`config.mk`:
```
export PLATFORM = sky130hd
export DESIGN_NAME = iq_power_meter_flat
export DESIGN_NICKNAME = d
export VERILOG_FILES = /design/src/rtl/iq_power_meter_if.sv /design/src/rtl/iq_power_meter.sv /design/src/flat_wrapper.sv
export SDC_FILE = /design/constraint.sdc
export NUM_CORES = 2
export LEC_CHECK = 0
export ABC_AREA = 1
export CAP_MARGIN = 0
export CORE_UTILIZATION = 55
export CTS_CLUSTER_SIZE = 12
export DETAILED_ROUTE_END_ITERATION = 12
export PLACE_DENSITY = 0.79
export RECOVER_POWER = 25
export SETUP_SLACK_MARGIN = 0.3
export SYNTH_ARGS = -nofsm -noshare
export SYNTH_HDL_FRONTEND = slang
export SYNTH_SLANG_ARGS = --single-unit
```
`constraint.sdc`:
```
create_clock -name clk -period 11.1 [get_ports clk]
set_input_delay 1.11 -clock clk [delete_from_list [all_inputs] [get_ports clk]]
set_output_delay 1.11 -clock clk [all_outputs]
set_load 0.005 [all_outputs]
```
`src/rtl/iq_power_meter_if.sv`:
```
// iq_power_meter_if: sample input and window-result bundle for iq_power_meter.
interface iq_power_meter_if #(parameter int DW = 18);
    logic                 dv_in;
    logic signed [DW-1:0] i_in;
    logic signed [DW-1:0] q_in;
    logic                 clear;
    logic                 pwr_valid;
    logic [2*DW-1:0]      pwr_out;
    logic [2*DW-1:0]      peak_out;
    logic [15:0]          win_cnt;
    modport master (output dv_in, i_in, q_in, clear, input pwr_valid, pwr_out, peak_out, win_cnt);
    modport slave  (input dv_in, i_in, q_in, clear, output pwr_valid, pwr_out, peak_out, win_cnt);
endinterface

```
`src/rtl/iq_power_meter.sv`:
```
// iq_power_meter: windowed average of I^2+Q^2 over 2^LOG2N valid samples.
// Define IQ_POWER_METER_PEAK_EN to build the per-window peak tracker.
module iq_power_meter #(
    parameter int DW    = 18,
    parameter int LOG2N = 10
) (
    input logic             clk,
    input logic             rst,
    iq_power_meter_if.slave bus
);
    localparam int AW = 2*DW + LOG2N;
    logic                   v1, v2, pv, close;
    logic signed [2*DW-1:0] ip, qp;
    logic [2*DW-2:0]        isq, qsq;
    logic [2*DW-1:0]        s, pwr;
    logic [AW-1:0]          acc, acc_sum;
    logic [LOG2N-1:0]       cnt;
    logic [15:0]            wc;
    always_comb begin
        ip      = bus.i_in * bus.i_in;
        qp      = bus.q_in * bus.q_in;
        acc_sum = acc + AW'(s);
        close   = v2 & (&cnt) & ~bus.clear;
    end
    always_ff @(posedge clk or posedge rst) begin
        if (rst) begin
            v1  <= 1'b0;
            v2  <= 1'b0;
            pv  <= 1'b0;
            isq <= '0;
            qsq <= '0;
            s   <= '0;
            acc <= '0;
            cnt <= '0;
            pwr <= '0;
            wc  <= '0;
        end else begin
            v1 <= bus.dv_in & ~bus.clear;
            v2 <= v1 & ~bus.clear;
            pv <= close;
            if (bus.dv_in) begin
                isq <= ip[2*DW-2:0];
                qsq <= qp[2*DW-2:0];
            end
            if (v1)
                s <= {1'b0, isq} + {1'b0, qsq};
            if (bus.clear) begin
                acc <= '0;
                cnt <= '0;
            end else if (v2) begin
                acc <= close ? '0 : acc_sum;
                cnt <= cnt + 1'b1;
            end
            if (close) begin
                pwr <= acc_sum[AW-1:LOG2N];
                wc  <= wc + 1'b1;
            end
        end
    end
    assign bus.pwr_valid = pv;
    assign bus.pwr_out   = pwr;
    assign bus.win_cnt   = wc;
`ifdef IQ_POWER_METER_PEAK_EN
    logic [2*DW-1:0] pk_run, pk_next, pk;
    // first sample of a window reloads the running max
    always_comb pk_next = (cnt == '0 || s > pk_run) ? s : pk_run;
    always_ff @(posedge clk or posedge rst) begin
        if (rst) begin
            pk_run <= '0;
            pk     <= '0;
        end else begin
            if (bus.clear)
                pk_run <= '0;
            else if (v2)
                pk_run <= pk_next;
            if (close)
                pk <= pk_next;
        end
    end
    assign bus.peak_out = pk;
`else
    assign bus.peak_out = '0;
`endif
endmodule

```
`src/flat_wrapper.sv`:
```
// flat-port wrapper written by rule: the top's interface ports become plain ports
module iq_power_meter_flat 
#(
    parameter int DW    = 18,
    parameter int LOG2N = 10
)
  (clk, rst, bus_dv_in, bus_i_in, bus_q_in, bus_clear, bus_pwr_valid, bus_pwr_out, bus_peak_out, bus_win_cnt);
  iq_power_meter_if #(.DW(DW)) bus_i ();
  input logic clk;
  input logic rst;
  input wire logic [$bits(bus_i.dv_in)-1:0] bus_dv_in;
  input wire logic [$bits(bus_i.i_in)-1:0] bus_i_in;
  input wire logic [$bits(bus_i.q_in)-1:0] bus_q_in;
  input wire logic [$bits(bus_i.clear)-1:0] bus_clear;
  output wire logic [$bits(bus_i.pwr_valid)-1:0] bus_pwr_valid;
  output wire logic [$bits(bus_i.pwr_out)-1:0] bus_pwr_out;
  output wire logic [$bits(bus_i.peak_out)-1:0] bus_peak_out;
  output wire logic [$bits(bus_i.win_cnt)-1:0] bus_win_cnt;
  assign bus_i.dv_in = bus_dv_in;
  assign bus_i.i_in = bus_i_in;
  assign bus_i.q_in = bus_q_in;
  assign bus_i.clear = bus_clear;
  assign bus_pwr_valid = bus_i.pwr_valid;
  assign bus_pwr_out = bus_i.pwr_out;
  assign bus_peak_out = bus_i.peak_out;
  assign bus_win_cnt = bus_i.win_cnt;
  iq_power_meter #(.DW(DW), .LOG2N(LOG2N)) u_core (.clk(clk), .rst(rst), .bus(bus_i));
endmodule
```
==> reports/results.tsv <==
metric	value	unit
status	complete, but fails checks	
violations	DRC, capacitance limit, slew limit	
crit_arrival	7.99	ns
drive_gt1_share	1.69	%
synth_edf_count	0	
synth_area_leader_cell	fa_1	
ys_seq_area_share	14.4	%
hp-start	u_core.isq[5]	
worstSetupStartpointType	primary input	
cts_tree	built	
place.port_buffers	92	
reg2reg_slack	7.20	ns
core_area	67200	sq um
synth_area_per_cell	7.31	sq um
hp-class	register to register	
fill_cells	6158	
r2r-start	u_core.cnt[0]	
finClkSkew	0.0197	ns
top_level_ports	129	
antenna_found_initial	1	
initial_utilization	55.5	%
grt_max_degree	77	
diodes	0	
hold_end	u_core.isq[5]	
critPathRequiredTime	11.55	ns
die_height	262	microns
ys_seq_elements	215	
cts_resized	0	
synth_ff_type	dfrtp_1	
cap_violations	7	
clk_pin_slew	0.07	ns
async_flop_share	100	%
cts_max_level	1	
avgViaCountPerCell	5.14	
drc_errors	2	
drt_wl_total	94200	microns
dieArea	68900	sq um
grt_use_total	28.5	%
synth_top_cell_area_share	31.0	%
clk_path_buf_depth	3	
synth.distinct_cells	44	
nets	6019	
ant_nets	0	
grt_pass1_wl	159000	microns
fmax	133	MHz
yosysWarnings	0	
rows	95	
synth_common_cells	nand2_1 (1486), inv_1 (1369), fa_1 (577), ha_1 (276), nand3_1 (258)	
critPathMaxFanout	19	
crit_type	primary input to register	
synth_area	37300	sq um
ctsHoldBuffers	0	
grt-ovfl-total	0	
r2r_cells	9	
dp_hpwl	79600	microns
vias	30966	
synth.area.top_cells	fa_1 (31%), nand2_1 (15%), dfrtp_1 (14%)	
post-route-period-util	67.9	%
cts_buffers	26	
period_needed	7.54	ns
maxSlewHeadroom	-151	%
setup.worst_path.end_class	register	
areaGrowthSynthToFinish	6.66	%
tightest_slew	3.75	ns
drt-pass1-iter-count	11	
reg2reg_to	u_core.bus.pwr_out[35]	
setup_viol	0	
syn_inst	5105	
grt_setup_unrepaired	no	
gp_congestion	0.990	
dr.first_iter.drc_count	2020	
maxSlewViolCount	375	
hold_violations	0	
tns	0	ns
numClockSinks	215	
clkLatencyLatePin	0.58	ns
post-synth-top-count-cell	nand2_1	
grt_pass1_vias	32096	
hold_depth	2	
cts_root_buf	clkbuf_16	
wire_per_inst	15.7	microns
post-cts-setup-buffers	0	
die_w	262	microns
==> final cells by class <==
type	count	area [sq um]	area share, %
repair buffers	107	1010	2.53
flip-flops and latches	215	5380	13.5
multi-input cells	3404	26200	65.8
inverters	1372	5150	13.0
clock buffers	37	742	1.87
well taps	873	1090	2.75
clock inverters	11	216	0.544
==> cell usage in the layout (no fill, tap or decap), types with 4 or more instances in the layout <==
master,count
nand2_1,1486
inv_1,1369
fa_1,577
ha_1,276
nand3_1,258
nor2_1,236
dfrtp_1,215
a21oi_1,134
o21ai_0,104
clkdlybuf4s50_1,89
nand4_1,59
nor3_1,43
xor2_1,36
xnor2_1,36
conb_1,36
clkbuf_16,26
or2_2,22
nand3b_1,19
a31oi_1,18
o21bai_1,14
clkbuf_1,12
buf_4,9
nor4_1,7
a21o_1,7
a22o_1,5
a31o_2,5
bufinv_16,5
clkbuf_8,5
o21ai_1,4
a21boi_0,4
==> layer usage <==
layer  global-route usage, %  part of all wire [%]
met1                    36.6                    42
met5                       0                0.0096
met4                    7.49                   2.5
met2                    51.3                    51
met3                    2.60                   5.2
==> registers in the layout, indices dropped and copies added, names as in the netlist <==
register / cells
u_core.acc: 46
u_core.bus.pwr_out: 36
u_core.bus.pwr_valid: 1
u_core.bus.win_cnt: 16
u_core.cnt: 10
u_core.isq: 34
u_core.qsq: 34
u_core.s: 36
u_core.v1: 1
u_core.v2: 1
==> stage by stage <==
| step | utilization [%] | instance area [sq um] | hold slack (ns) | instances | setup WS [ns] |
|---|---|---|---|---|---|
| floorplan | - | 37400 | 0.446 | 5140 | 4.11 |
| global placement | 57.9 | 38900 | 0.459 | 5971 | 3.05 |
| detailed placement | 57.9 | 38900 | 0.463 | 5971 | 3.09 |
| CTS | 59.3 | 39800 | 0.478 | 6019 | 3.69 |
| global route | 59.2 | 39800 | 0.499 | 6019 | 3.12 |
| finish | 59.2 | 39800 | 0.474 | 6019 | 3.56 |
==> worst max-delay path, stage by stage <==
cell and delay [ns]:
clkdlybuf4s50_1 0.87, nand2_1 0.37, inv_1 0.10, fa_1 0.58, inv_1 0.14, fa_1 0.52, inv_1 0.06, ha_1 0.47
inv_1 0.26, fa_1 0.53, inv_1 0.05, fa_1 0.52, inv_1 0.05, fa_1 0.47, inv_1 0.04, ha_1 0.38
nand2_1 0.14, nor3_1 0.57, nand3_1 0.32, nand3_1 0.18, nand2_1 0.06, nand3_1 0.09, nand2_1 0.09
==> how the worst max path moves through the flow <==
stage                             from        endpoint  depth (start not counted)
after floorplan                    rst   u_core.acc[0]                          1
after global placement     bus_q_in[0]  u_core.qsq[25]                         23
after detailed placement   bus_q_in[0]  u_core.qsq[25]                         23
after CTS                  bus_q_in[0]  u_core.qsq[25]                         23
after global routing      bus_q_in[17]  u_core.qsq[25]                         23
final                      bus_q_in[0]  u_core.qsq[25]                         23
==> kinds of logic (layout without fill, tap and decap cells) <==
| family | count (synthesis) | in the layout | synth area share, % |
|---|---|---|---|
| AO/OA/AOI/OAI | 303 | 303 | 4.46 |
| AND/OR/NAND/NOR | 2140 | 2140 | 23.5 |
| buffers and inverters | 1521 | 1527 | 15.7 |
| XOR/XNOR | 72 | 72 | 1.69 |
| adder cells (fa/ha/maj) | 853 | 853 | 40.2 |
| other | 1 | 36 | 0.0101 |
| flip-flops | 215 | 215 | 14.4 |
Power is left out: the tool's default activity adds up to more than one toggle a clock period on the data nets, which glitch-free logic cannot reach.
